$ cat config.mk
export PLATFORM = sky130hd
export DESIGN_NAME = frame_controller
export DESIGN_NICKNAME = d
export VERILOG_FILES = /design/src/rtl/render_pkg.sv /design/src/rtl/rise_edge_detect.sv /design/src/rtl/frame_controller.sv
export SDC_FILE = /design/constraint.sdc
export NUM_CORES = 1
export LEC_CHECK = 0
export ABC_AREA = 1
export CAP_MARGIN = 20
export CORE_ASPECT_RATIO = 1.1
export CORE_MARGIN = 1
export CORE_UTILIZATION = 45
export CTS_CLUSTER_SIZE = 40
export DETAILED_ROUTE_END_ITERATION = 8
export PLACE_DENSITY_LB_ADDON = 0.15
export SYNTH_ARGS = -nofsm -noshare
export SYNTH_HDL_FRONTEND = slang
export SYNTH_SLANG_ARGS = --single-unit
$ cat constraint.sdc
create_clock -name clk -period 2.1 [get_ports clk]
set_input_delay 0.42 -clock clk [delete_from_list [all_inputs] [get_ports clk]]
set_output_delay 0.42 -clock clk [all_outputs]
set_load 0.02 [all_outputs]
$ cat src/rtl/render_pkg.sv
// rtl/render_pkg.sv - shared renderer constants and types
//
// Holds the screen geometry, frame/Z buffer widths, the Z-buffer far value,
// the buffer address type and the frame sequencer state encoding.
// Port summary: none (package).
`timescale 1ns/1ps
package render_pkg;
    localparam int SCREEN_W   = 320;
    localparam int SCREEN_H   = 240;
    localparam int NUM_PIXELS = SCREEN_W * SCREEN_H;
    localparam int FB_ADDR_W  = 17;
    localparam int FB_PIXEL_W = 12;
    localparam int ZB_W       = 8;
    localparam logic [ZB_W-1:0] Z_FAR = 8'hFF;

    typedef logic [FB_ADDR_W-1:0] fb_addr_t;

    typedef enum logic [2:0] {
        ST_IDLE      = 3'd0,
        ST_CLEAR     = 3'd1,
        ST_LAUNCH    = 3'd2,
        ST_WAIT_BUSY = 3'd3,
        ST_WAIT_IDLE = 3'd4,
        ST_DONE      = 3'd5
    } frame_state_t;
endpackage

$ cat src/rtl/rise_edge_detect.sv
// rtl/rise_edge_detect.sv - single-cycle rising-edge strobe for a level input
//
// Ports:
//   clk     in   clock
//   rst     in   synchronous active-high reset
//   i_level in   level input
//   o_rise  out  high for the cycle in which i_level is 1 and was 0 last cycle
`timescale 1ns/1ps
module rise_edge_detect (
    input  logic clk,
    input  logic rst,
    input  logic i_level,
    output logic o_rise
);
    logic prev_q;
    logic prev_d;

    always_comb begin
        prev_d = i_level;
    end

    // Reset loads the live level so an input held high through reset
    // does not look like a fresh edge afterwards.
    always_ff @(posedge clk) begin
        if (rst) begin
            prev_q <= i_level;
        end else begin
            prev_q <= prev_d;
        end
    end

    assign o_rise = i_level & ~prev_q;
endmodule

$ cat src/rtl/frame_controller.sv
// rtl/frame_controller.sv - per-frame sequencer: buffer clear, geometry launch, raster wait
//
// Ports:
//   clk, rst            clock, synchronous active-high reset
//   i_start             frame request level (rising edge starts a frame)
//   i_increment_frame   level (rising edge advances the animation index in IDLE)
//   i_rast_busy         rasterizer busy
//   o_geom_start        one-cycle geometry launch pulse
//   o_frame_idx         animation frame index
//   o_mem_sel           1 = clear port owns the FB/ZB write ports
//   o_clr_addr          clear write address
//   o_clr_fb_we/data    frame buffer clear write
//   o_clr_zb_we/data    Z-buffer clear write
//   o_busy              high outside IDLE
//   o_frame_done        one-cycle pulse at successful frame end
//   o_timeout           sticky timeout flag, cleared by rst or the next start
`timescale 1ns/1ps
module frame_controller
    import render_pkg::*;
#(
    parameter int              NUM_PIXELS      = render_pkg::NUM_PIXELS,
    parameter int              ADDR_W          = FB_ADDR_W,
    parameter int              FB_W            = FB_PIXEL_W,
    parameter int              ZB_W            = render_pkg::ZB_W,
    parameter logic [FB_W-1:0] CLEAR_COLOR     = '0,
    parameter logic [ZB_W-1:0] Z_FAR           = render_pkg::Z_FAR,
    parameter int              NUM_ANIM_FRAMES = 16,
    parameter int              TIMEOUT_CYCLES  = 50000
) (
    input  logic                               clk,
    input  logic                               rst,
    input  logic                               i_start,
    input  logic                               i_increment_frame,
    input  logic                               i_rast_busy,
    output logic                               o_geom_start,
    output logic [$clog2(NUM_ANIM_FRAMES)-1:0] o_frame_idx,
    output logic                               o_mem_sel,
    output logic [ADDR_W-1:0]                  o_clr_addr,
    output logic                               o_clr_fb_we,
    output logic [FB_W-1:0]                    o_clr_fb_data,
    output logic                               o_clr_zb_we,
    output logic [ZB_W-1:0]                    o_clr_zb_data,
    output logic                               o_busy,
    output logic                               o_frame_done,
    output logic                               o_timeout
);
    localparam int IDX_W = $clog2(NUM_ANIM_FRAMES);
    localparam int TMO_W = $clog2(TIMEOUT_CYCLES);
    localparam logic [ADDR_W-1:0] LAST_ADDR = ADDR_W'(NUM_PIXELS - 1);
    localparam logic [IDX_W-1:0]  LAST_IDX  = IDX_W'(NUM_ANIM_FRAMES - 1);
    localparam logic [TMO_W-1:0]  TMO_LAST  = TMO_W'(TIMEOUT_CYCLES - 1);

    frame_state_t      state_q, state_d;
    logic [IDX_W-1:0]  idx_q, idx_d;
    logic [ADDR_W-1:0] addr_q, addr_d;
    logic [TMO_W-1:0]  tmo_q, tmo_d;
    logic              timeout_q, timeout_d;
    logic              geom_start_q, geom_start_d;
    logic              clr_active_q, clr_active_d;
    logic              busy_q, busy_d;
    logic              done_q, done_d;
    logic              start_rise;
    logic              inc_rise;

    rise_edge_detect u_start_edge (
        .clk     (clk),
        .rst     (rst),
        .i_level (i_start),
        .o_rise  (start_rise)
    );

    rise_edge_detect u_inc_edge (
        .clk     (clk),
        .rst     (rst),
        .i_level (i_increment_frame),
        .o_rise  (inc_rise)
    );

    always_comb begin
        state_d   = state_q;
        idx_d     = idx_q;
        addr_d    = addr_q;
        tmo_d     = tmo_q;
        timeout_d = timeout_q;

        case (state_q)
            ST_IDLE: begin
                // Increment is applied even when start rises in the same
                // cycle, so the new frame renders with the advanced index.
                if (inc_rise) begin
                    idx_d = (idx_q == LAST_IDX) ? '0 : idx_q + 1'b1;
                end
                if (start_rise) begin
                    state_d   = ST_CLEAR;
                    addr_d    = '0;
                    timeout_d = 1'b0;
                end
            end
            ST_CLEAR: begin
                if (addr_q == LAST_ADDR) begin
                    state_d = ST_LAUNCH;
                end else begin
                    addr_d = addr_q + 1'b1;
                end
            end
            ST_LAUNCH: begin
                tmo_d   = '0;
                state_d = ST_WAIT_BUSY;
            end
            ST_WAIT_BUSY, ST_WAIT_IDLE: begin
                // One counter spans both wait states, measured from launch.
                if (tmo_q != TMO_LAST) begin
                    tmo_d = tmo_q + 1'b1;
                end
                if ((state_q == ST_WAIT_BUSY) && i_rast_busy) begin
                    state_d = ST_WAIT_IDLE;
                end else if ((state_q == ST_WAIT_IDLE) && !i_rast_busy) begin
                    state_d = ST_DONE;
                end else if (tmo_q == TMO_LAST) begin
                    timeout_d = 1'b1;
                    state_d   = ST_IDLE;
                end
            end
            ST_DONE: begin
                state_d = ST_IDLE;
            end
            default: begin
                state_d = ST_IDLE;
            end
        endcase

        // The launch pulse is registered from the LAUNCH state itself, so it
        // lands one cycle after the sweep ends; the other flags track state_d
        // and therefore coincide with the state they describe.
        geom_start_d = (state_q == ST_LAUNCH);
        clr_active_d = (state_d == ST_CLEAR);
        busy_d       = (state_d != ST_IDLE);
        done_d       = (state_d == ST_DONE);
    end

    always_ff @(posedge clk) begin
        if (rst) begin
            state_q      <= ST_IDLE;
            idx_q        <= '0;
            addr_q       <= '0;
            tmo_q        <= '0;
            timeout_q    <= 1'b0;
            geom_start_q <= 1'b0;
            clr_active_q <= 1'b0;
            busy_q       <= 1'b0;
            done_q       <= 1'b0;
        end else begin
            state_q      <= state_d;
            idx_q        <= idx_d;
            addr_q       <= addr_d;
            tmo_q        <= tmo_d;
            timeout_q    <= timeout_d;
            geom_start_q <= geom_start_d;
            clr_active_q <= clr_active_d;
            busy_q       <= busy_d;
            done_q       <= done_d;
        end
    end

    assign o_geom_start  = geom_start_q;
    assign o_frame_idx   = idx_q;
    assign o_mem_sel     = clr_active_q;
    assign o_clr_addr    = addr_q;
    assign o_clr_fb_we   = clr_active_q;
    assign o_clr_fb_data = CLEAR_COLOR;
    assign o_clr_zb_we   = clr_active_q;
    assign o_clr_zb_data = Z_FAR;
    assign o_busy        = busy_q;
    assign o_frame_done  = done_q;
    assign o_timeout     = timeout_q;
endmodule

==> metrics, run 1 <==
outcome=completed; largest net degree at the start of global routing=17; crit path time final=between 1.5 and 2 ns; critical path required time=roughly 1.7 ns; Power Density=approximately 550 nW/µm²; Compound-Gate Fraction of Synth Area=a little over a tenth; Clk Latency, worst-skew pair=0.31 ns; r2r setup slk=about 0.30 ns; Inst Count DP=around 540; IO buf count=32; Crit. End Element=output pin; pre-CTS setup slack=0.3131 ns; Fin. Hold Viols=0; Distinct cells, synth=35; DRT iter0 DRCs=between 100 and 150; Synth Area in Simple Gates=~38%; Post-Syn Area=roughly 2900 µm²; non-filler cells in the finished layout=~550; # Post-CTS Setup Buffers=0; final WL=about 6400 µm; final core occ=between 50% and 60%; Die Wd=between 70 and 80 µm; multiplexer share of the synthesized area=0%; # resized after CTS=0; post-route ant nets=0; layout cells sized above 1=under 10%; Tcrit/Tclk final=90.60%; fmax=approximately 0.53 GHz; Adder-Cell Fraction of Synth Area=around 1.3%; Longest Clk Path Bufs=2; Routed WL per cell=between 10 and 15 µm; Inserted Diodes=0; grt ovf=0; Crit Path Class=reg -> out; DRC=0; Layout Skew=a little over 0.008 ns; MaxCap Viol Count=0; XOR/XNOR Fraction of Synth Area=2.402%; worst-path maximum fanout=7; CTS tree=done; HPWL after detailed placement=4729 µm; reg2reg path depth=10; number of vias per cell=4.875; CTS sink cnt=47; via count=~2700; total power=about 1.8 mW; hold path depth=2; Post-CTS Hold Fix Bufs=0; RSZ-0062 raised after global routing=no; FF-to-FF Start=tmo_q[0]; GPL Wtd Cong=roughly 0.87; row count=30; total track usage=about a fifth; crit-path max cell delay=~0.67 ns; die area=around 6800 µm²; first-pass GRT wire length=~11000 µm; CTS Buf Count=5; Synth Register Bits=47; Root Buffer=clkbuf_8; Synth warnings=0; Mean Syn Cell Area=6.613 µm²; Starting Density=46.81%; kind of cell adding the most delay to the critical path=buffers and inverters; Lkg Pwr=1.313 nW; core area=6231 µm²; layout overhead on the synthesized area=13.47%; chip height=between 80 and 90 µm; nets=approximately 480; setup violators final=0; setup ws final=roughly 0.2 ns; Worst Setup SP=o_clr_addr[10]; Max rail drop VDD=0.3649 mV; Syn Inst Count=about 440; Slew Viols, Final=0; sequential fraction of the synthesis area=32.26%; initial antenna violation count=0; Clk pin slew, worst setup/hold paths=0.10 ns; vias in the first global route=approximately 2500; startpoint types=register; Ports=53; largest family of logic cells by synthesized area=simple AND/OR/NAND/NOR gates; hold endpoint=o_frame_idx[2]; min-delay worst type=reg -> reg; Worst Path Arrival=roughly 1.5 ns; 1st-pass router iterations=4; slowest CP cell=clkdlybuf4s50_1; critical path cell sequence=clkdlybuf4s50_1; H-tree Lvls=2; worst reg2reg endpoint=tmo_q[15]; Buf/Inv on CP=1; min-delay src=o_frame_idx[2]; Setup TNS=0 ns
-- power breakdown --
part	switching (mW)	leakage (nW)	total [mW]	internal [mW]
registers	0.0131	0.381	0.919	0.906
logic	0.133	0.877	0.192	0.0599
clock network	0.342	0.0548	0.701	0.359
-- cell usage after synthesis, drive strengths merged --
library cell	n	area, µm²
nand4	9	56.30
xor2	8	70.07
a21oi	35	212.7
or2	2	12.51
buf	29	232.7
conb	2	7.510
dfxtp	47	940.9
a31oi	1	6.260
o21a	2	15.01
nand2	105	436.7
o21ai	13	76.33
nor4	1	6.260
ha	3	37.54
nand3b	2	15.01
inv	54	207.7
nor2	71	279.0
nand3	48	245.2
clkbuf	2	7.510
nor3	7	51.30
-- registers in the layout, indices dropped and copies added, names as in the netlist --
register             cells
o_busy                   1
o_frame_done             1
u_inc_edge.prev_q        1
o_geom_start             1
state_q                  3
o_clr_fb_we              1
tmo_q                   16
o_timeout                1
o_frame_idx              4
o_clr_addr              17
u_start_edge.prev_q      1
-- how the worst max path moves through the flow --
stage	to	slack (ns)	depth (start not counted)
2_1_floorplan	o_clr_addr[11]	0.44	12
3_3_place_gp	o_busy	0.34	8
3_5_place_dp	tmo_q[15]	0.31	10
4_1_cts	o_clr_addr[10]	0.18	1
5_1_grt	tmo_q[6]	0.11	12
6_report	o_clr_addr[10]	0.20	1
-- final cells by class --
cell class | instances | area (µm²)
fillers | 641 | 2922
multi-input cells | 327 | 1595
flip-flops and latches | 47 | 940.9
repair buffers | 36 | 350.3
inverters | 54 | 207.7
well taps | 80 | 100.1
clock buffers | 5 | 68.82
clock inverters | 3 | 46.29
-- per-stage QoR --
step,instance area (µm²),hold slack (ns)
after floorplan,2984,0.4477
after global placement,3194,0.4665
after detailed placement,3194,0.4607
after CTS,3309,0.4865
after global routing,3309,0.5078
final,3309,0.4809
-- cells by family after synthesis --
family | after synthesis
AO/OA/AOI/OAI | 51
adder cells (fa/ha/maj) | 3
flip-flops | 47
other | 2
XOR/XNOR | 8
buffers and inverters | 85
AND/OR/NAND/NOR | 245
-- routing by layer --
layer  share of wire, %  routed length [µm]  up-vias  global-route usage (%)
met3                3.8                 243       12                   3.474
met2                 48                3034       64                   35.18
met4                2.2                 140        0                   8.923
met1                 46                2958     1197                   23.91
li1                   -                   -     1418                       -
met5                  0                   0        -                       0
-- layout by cell type (no fill, tap or decap) --
master / n
nand2_1: 92
nor2_1: 68
inv_1: 49
nand3_1: 47
dfxtp_1: 47
clkdlybuf4s50_1: 32
a21oi_1: 27
conb_1: 20
o21ai_0: 12
nand2_2: 11
nand4_1: 9
xor2_1: 8
a21oi_2: 7
nor3_1: 5
clkbuf_8: 5
inv_2: 4
buf_4: 4
ha_1: 3
nor2_2: 2
o21a_1: 2
nand2_4: 2
inv_6: 2
or2_2: 2
nand3b_1: 2
o21ai_4: 1
nor3_2: 1
a21oi_4: 1
nand3_2: 1
nor2_4: 1
nor3_4: 1
a31oi_1: 1
nor4_1: 1
clkinvlp_4: 1
bufinv_16: 1
No activity file was read; power rests on OpenSTA's default activity.
==> run 2: changes to the inputs <==
Settings changed: MAX_ROUTING_LAYER from default to met4.
==> metrics, run 2 (synthesized netlist as in run 1, its figures left out) <==
CTS Buf Count=5; kind of cell adding the most delay to the critical path=buffers and inverters; MaxCap Viol Count=0; fmax=~0.53 GHz; slowest CP cell=clkdlybuf4s50_1; min-delay worst type=reg -> reg; most common cell after layout, fill and taps aside=nand2_1; largest net degree at the start of global routing=17; first-pass GRT wire length=10980 µm; Inserted Diodes=0; Buf/Inv on CP=1; total track usage=~21%; nets=479; critical path required time=roughly 1.7 ns; Clk Latency, worst-skew pair=a little over 0.3 ns; # Post-CTS Setup Buffers=0; Sequential Power Share=~50%; commonest non-fill, non-tap cells in the layout=nand2_1 (92), nor2_1 (68), inv_1 (49), nand3_1 (47), dfxtp_1 (47); setup violators final=0; critical path cell sequence=clkdlybuf4s50_1; Starting Density=between 40 and 50%; Clk pin slew, worst setup/hold paths=0.10 ns; Worst Path Arrival=approximately 1.5 ns; Tcrit/Tclk final=90.63%; Final Cell Area=approximately 3300 µm²; GPL Wtd Cong=about 0.9; Worst Setup SP=o_clr_addr[10]; CTS sink cnt=47; Die Wd=around 79 µm; vias in the first global route=2495; Layout Skew=just over 0.01 ns; HPWL after detailed placement=4729 µm; crit path time final=~1.9 ns; layout cells sized above 1=9.958%; Post-CTS Hold Fix Bufs=0; internal power=1.325 mW; post-route ant nets=0; r2r setup slk=roughly 0.29 ns; DRC=0; Setup TNS=0 ns; die area=roughly 6800 µm²; area occupied by multi-input gates=1595 µm²; 1st-pass router iterations=5; # resized after CTS=0; number of vias per cell=roughly 4.9; share of total power in the clock network=around 39%; Power Density=around 550 nW/µm²; initial antenna violation count=0; Crit Path Class=reg -> out; Max rail drop VDD=around 0.37 mV; Ports=53; Longest Clk Path Bufs=2; row count=30; crit-path max cell delay=between 0.6 and 0.7 ns; via count=between 2000 and 3000; worst-path maximum fanout=7; Routed WL per cell=roughly 12 µm; FF-to-FF Start=tmo_q[0]; logic gate share of total power=a little over a tenth; layout overhead on the synthesized area=13.47%; grt ovf=0; Fill cells=641; Slew Viols, Final=0; Placed Area=approximately 3200 µm²; hold path depth=2; switching portion of total power=26.98%; outcome=completed; hold endpoint=o_frame_idx[2]; Sequential Area=~940 µm²; switching pwr=0.4896 mW; final WL=around 6400 µm; Crit. End Element=output pin; worst reg2reg endpoint=tmo_q[6]; core area=a little over 6000 µm²; RSZ-0062 raised after global routing=no; Root Buffer=clkbuf_8; Fin. Hold Viols=0; total power=around 1.8 mW; chip height=86.44 µm; Lkg Pwr=approximately 1.3 nW; H-tree Lvls=2; Largest register FFs=17; IO buf count=32; startpoint types=register; CTS tree=done; reg2reg path depth=12; min-delay src=o_frame_idx[2]; DRT iter0 DRCs=147
-- run 2: cell counts in the layout (fill, tap and decap cells not counted) --
Identical to the previous run, type by type.
-- run 2: how the worst max path moves through the flow --
stage,cells past startpoint,slack (ns),end
floorplan,12,0.44,o_clr_addr[11]
global placement,8,0.34,o_busy
detailed placement,10,0.31,tmo_q[15]
CTS,1,0.18,o_clr_addr[10]
global route,12,0.11,tmo_q[6]
finish,1,0.20,o_clr_addr[10]
-- run 2: stage by stage --
step                      cells  setup WS, ns  util (%)  hold slack [ns]
after global placement      544        0.3351     51.27           0.4665
after floorplan             459        0.4380         -           0.4477
after CTS                   552        0.1794     53.11           0.4865
after global routing        552        0.1058     53.11           0.5078
after detailed placement    544        0.3131     51.27           0.4607
final                       552        0.1967     53.11           0.4805
-- run 2: per-layer routing --
layer,wire [µm],share of wire [%],GRT usage (%)
met2,3041,48,35.10
met1,2985,47,24.11
met5,0,0,-
met3,212,3.3,3.263
met4,140,2.2,8.923
-- run 2: power by group through the flow --
stage | combinational, mW | clock [mW] | sequential (mW)
2_1_floorplan | 0.160 | 0 | 0.953
3_3_place_gp | 0.191 | 0 | 0.940
3_5_place_dp | 0.193 | 0 | 0.940
4_1_cts | 0.193 | 0.723 | 0.919
5_1_grt | 0.212 | 0.759 | 0.922
6_report | 0.192 | 0.703 | 0.919
-- run 2: final cells by class --
class	instances	area share, %
clock buffer	5	2.079
clock inverter	3	1.399
inverter	54	6.276
multi-input combinational	327	48.20
sequential	47	28.43
tap	80	3.025
timing repair buffer	36	10.59
==> run 3: changes to the inputs <==
==> constraint.sdc (replaced) <==
create_clock -name clk -period 2.1 [get_ports clk]
set_input_delay 0.315 -clock clk [delete_from_list [all_inputs] [get_ports clk]]
set_output_delay 0.315 -clock clk [all_outputs]
set_load 0.02 [all_outputs]
==> metrics, run 3 (synthesized netlist as in run 1, its figures left out) <==
outcome=completed; layout overhead on the synthesized area=12.96%; Fill cells=around 670; via count=about 2600; Die Wd=between 70 and 80 µm; Clk Latency, worst-skew pair=between 0.3 and 0.4 ns; total track usage=20.49%; HPWL after detailed placement=around 4700 µm; Ports=53; number of vias per cell=a little under 5; Starting Density=46.81%; critical path cell sequence=ha_1, nand2_1, inv_1, nand2_1, nor2_2, nand2_2, nand2_1, nand2_2, nand2_1, nand2_1, nand2_1, nor2_1; min-delay src=i_increment_frame; CTS tree=done; # Post-CTS Setup Buffers=0; H-tree Lvls=2; critical path required time=2.31 ns; die area=about 6800 µm²; Crit. End Element=register; Crit Path Class=reg -> reg; most common cell after layout, fill and taps aside=nand2_1; Slew Viols, Final=0; startpoint types=register; worst-path maximum fanout=13; setup violators final=0; # resized after CTS=0; Power Density=548.3 nW/µm²; hold endpoint=u_inc_edge.prev_q; first-pass GRT wire length=between 10000 and 15000 µm; Worst Path Arrival=1.98 ns; post-route ant nets=0; non-filler cells in the finished layout=550; reg2reg path depth=12; final WL=approximately 6300 µm; CTS sink cnt=47; Inst Count DP=approximately 540; Longest Clk Path Bufs=2; initial antenna violation count=0; nets=approximately 480; layout cells sized above 1=under 10%; MaxCap Viol Count=0; Layout Skew=~0.014 ns; 1st-pass router iterations=4; grt ovf=0; CTS Buf Count=5; commonest non-fill, non-tap cells in the layout=nand2_1 (92), nor2_1 (68), inv_1 (49), nand3_1 (47), dfxtp_1 (47); GPL Wtd Cong=roughly 0.83; row count=30; Sequential Area=940.9 µm²; DRT iter0 DRCs=106; Clk pin slew, worst setup/hold paths=0.10 ns; crit path time final=between 1.5 and 2 ns; fmax=0.5634 GHz; r2r setup slk=0.33 ns; hold path depth=1; Worst Setup SP=tmo_q[0]; crit-path max cell delay=between 0.3 and 0.4 ns; Inserted Diodes=0; Buf/Inv on CP=1; Placed Area=approximately 3200 µm²; final core occ=52.87%; Root Buffer=clkbuf_8; Setup TNS=0 ns; min-delay worst type=in -> reg; Lkg Pwr=1.303 nW; Fin. Hold Viols=0; RSZ-0062 raised after global routing=no; vias in the first global route=2422; chip height=86.44 µm; kind of cell adding the most delay to the critical path=simple AND/OR/NAND/NOR gates; worst reg2reg endpoint=tmo_q[6]; slowest CP cell=dfxtp_1; Final Cell Area=between 3000 and 4000 µm²; largest net degree at the start of global routing=24; DRC=0; IO buf count=32; Post-CTS Hold Fix Bufs=0; Largest register FFs=17; core area=about 6200 µm²; most used cell, CP=nand2_1; area occupied by multi-input gates=~1600 µm²; Tcrit/Tclk final=a little over four fifths; FF-to-FF Start=tmo_q[0]; Max rail drop VDD=around 0.48 mV; Routed WL per cell=roughly 12 µm
[run 3: cell types whose count changed in the layout (fill, tap and decap cells not counted), sizes merged]
cell,delta
buf,-2
[run 3: layer usage]
layer / vias up / routed length (µm) / GRT usage (%)
met4: 0 / 46 / 7.239
met2: 46 / 3095 / 34.86
met3: 4 / 202 / 3.895
met5: - / 0 / -
li1: 1414 / - / -
met1: 1183 / 2986 / 24.02
[run 3: worst max path at each step]
stage	to	slack, ns	cells after the start
after global placement	o_clr_addr[3]	0.39	11
after detailed placement	tmo_q[6]	0.37	12
after CTS	o_clr_addr[10]	0.28	1
final	tmo_q[6]	0.33	12
after global routing	tmo_q[6]	0.10	12
after floorplan	o_clr_addr[11]	0.44	12
[run 3: final cells by class]
type / count / area share, %
sequential: 47 / 28.56
inverter: 54 / 6.305
multi-input combinational: 327 / 48.42
clock inverter: 3 / 1.405
tap: 80 / 3.038
timing repair buffer: 34 / 10.18
clock buffer: 5 / 2.089
[run 3: stage by stage]
stage	hold slack, ns	setup WS (ns)	total power, mW
2_1_floorplan	0.3427	0.4380	1.113
4_1_cts	0.4561	0.2813	1.837
6_report	0.4693	0.3252	1.806
5_1_grt	0.4591	0.1034	1.894
3_5_place_dp	0.4749	0.3662	1.130
3_3_place_gp	0.4686	0.3939	1.129
[run 3: power by group]
group	total (mW)	switching (mW)	internal [mW]
Combinational	0.188	0.131	0.0574
Clock	0.699	0.339	0.359
Sequential	0.919	0.0133	0.906
[run 3: worst reg2reg max path, stage by stage (launching register included)]
cell and delay, ns:
dfxtp_1 0.38, ha_1 0.25, nand2_1 0.11, inv_1 0.06, nand2_1 0.05, nor2_2 0.13
nand2_2 0.11, nand2_1 0.10, nand2_2 0.17, nand2_1 0.16, nand2_1 0.06, nand2_1 0.05
nor2_1 0.03
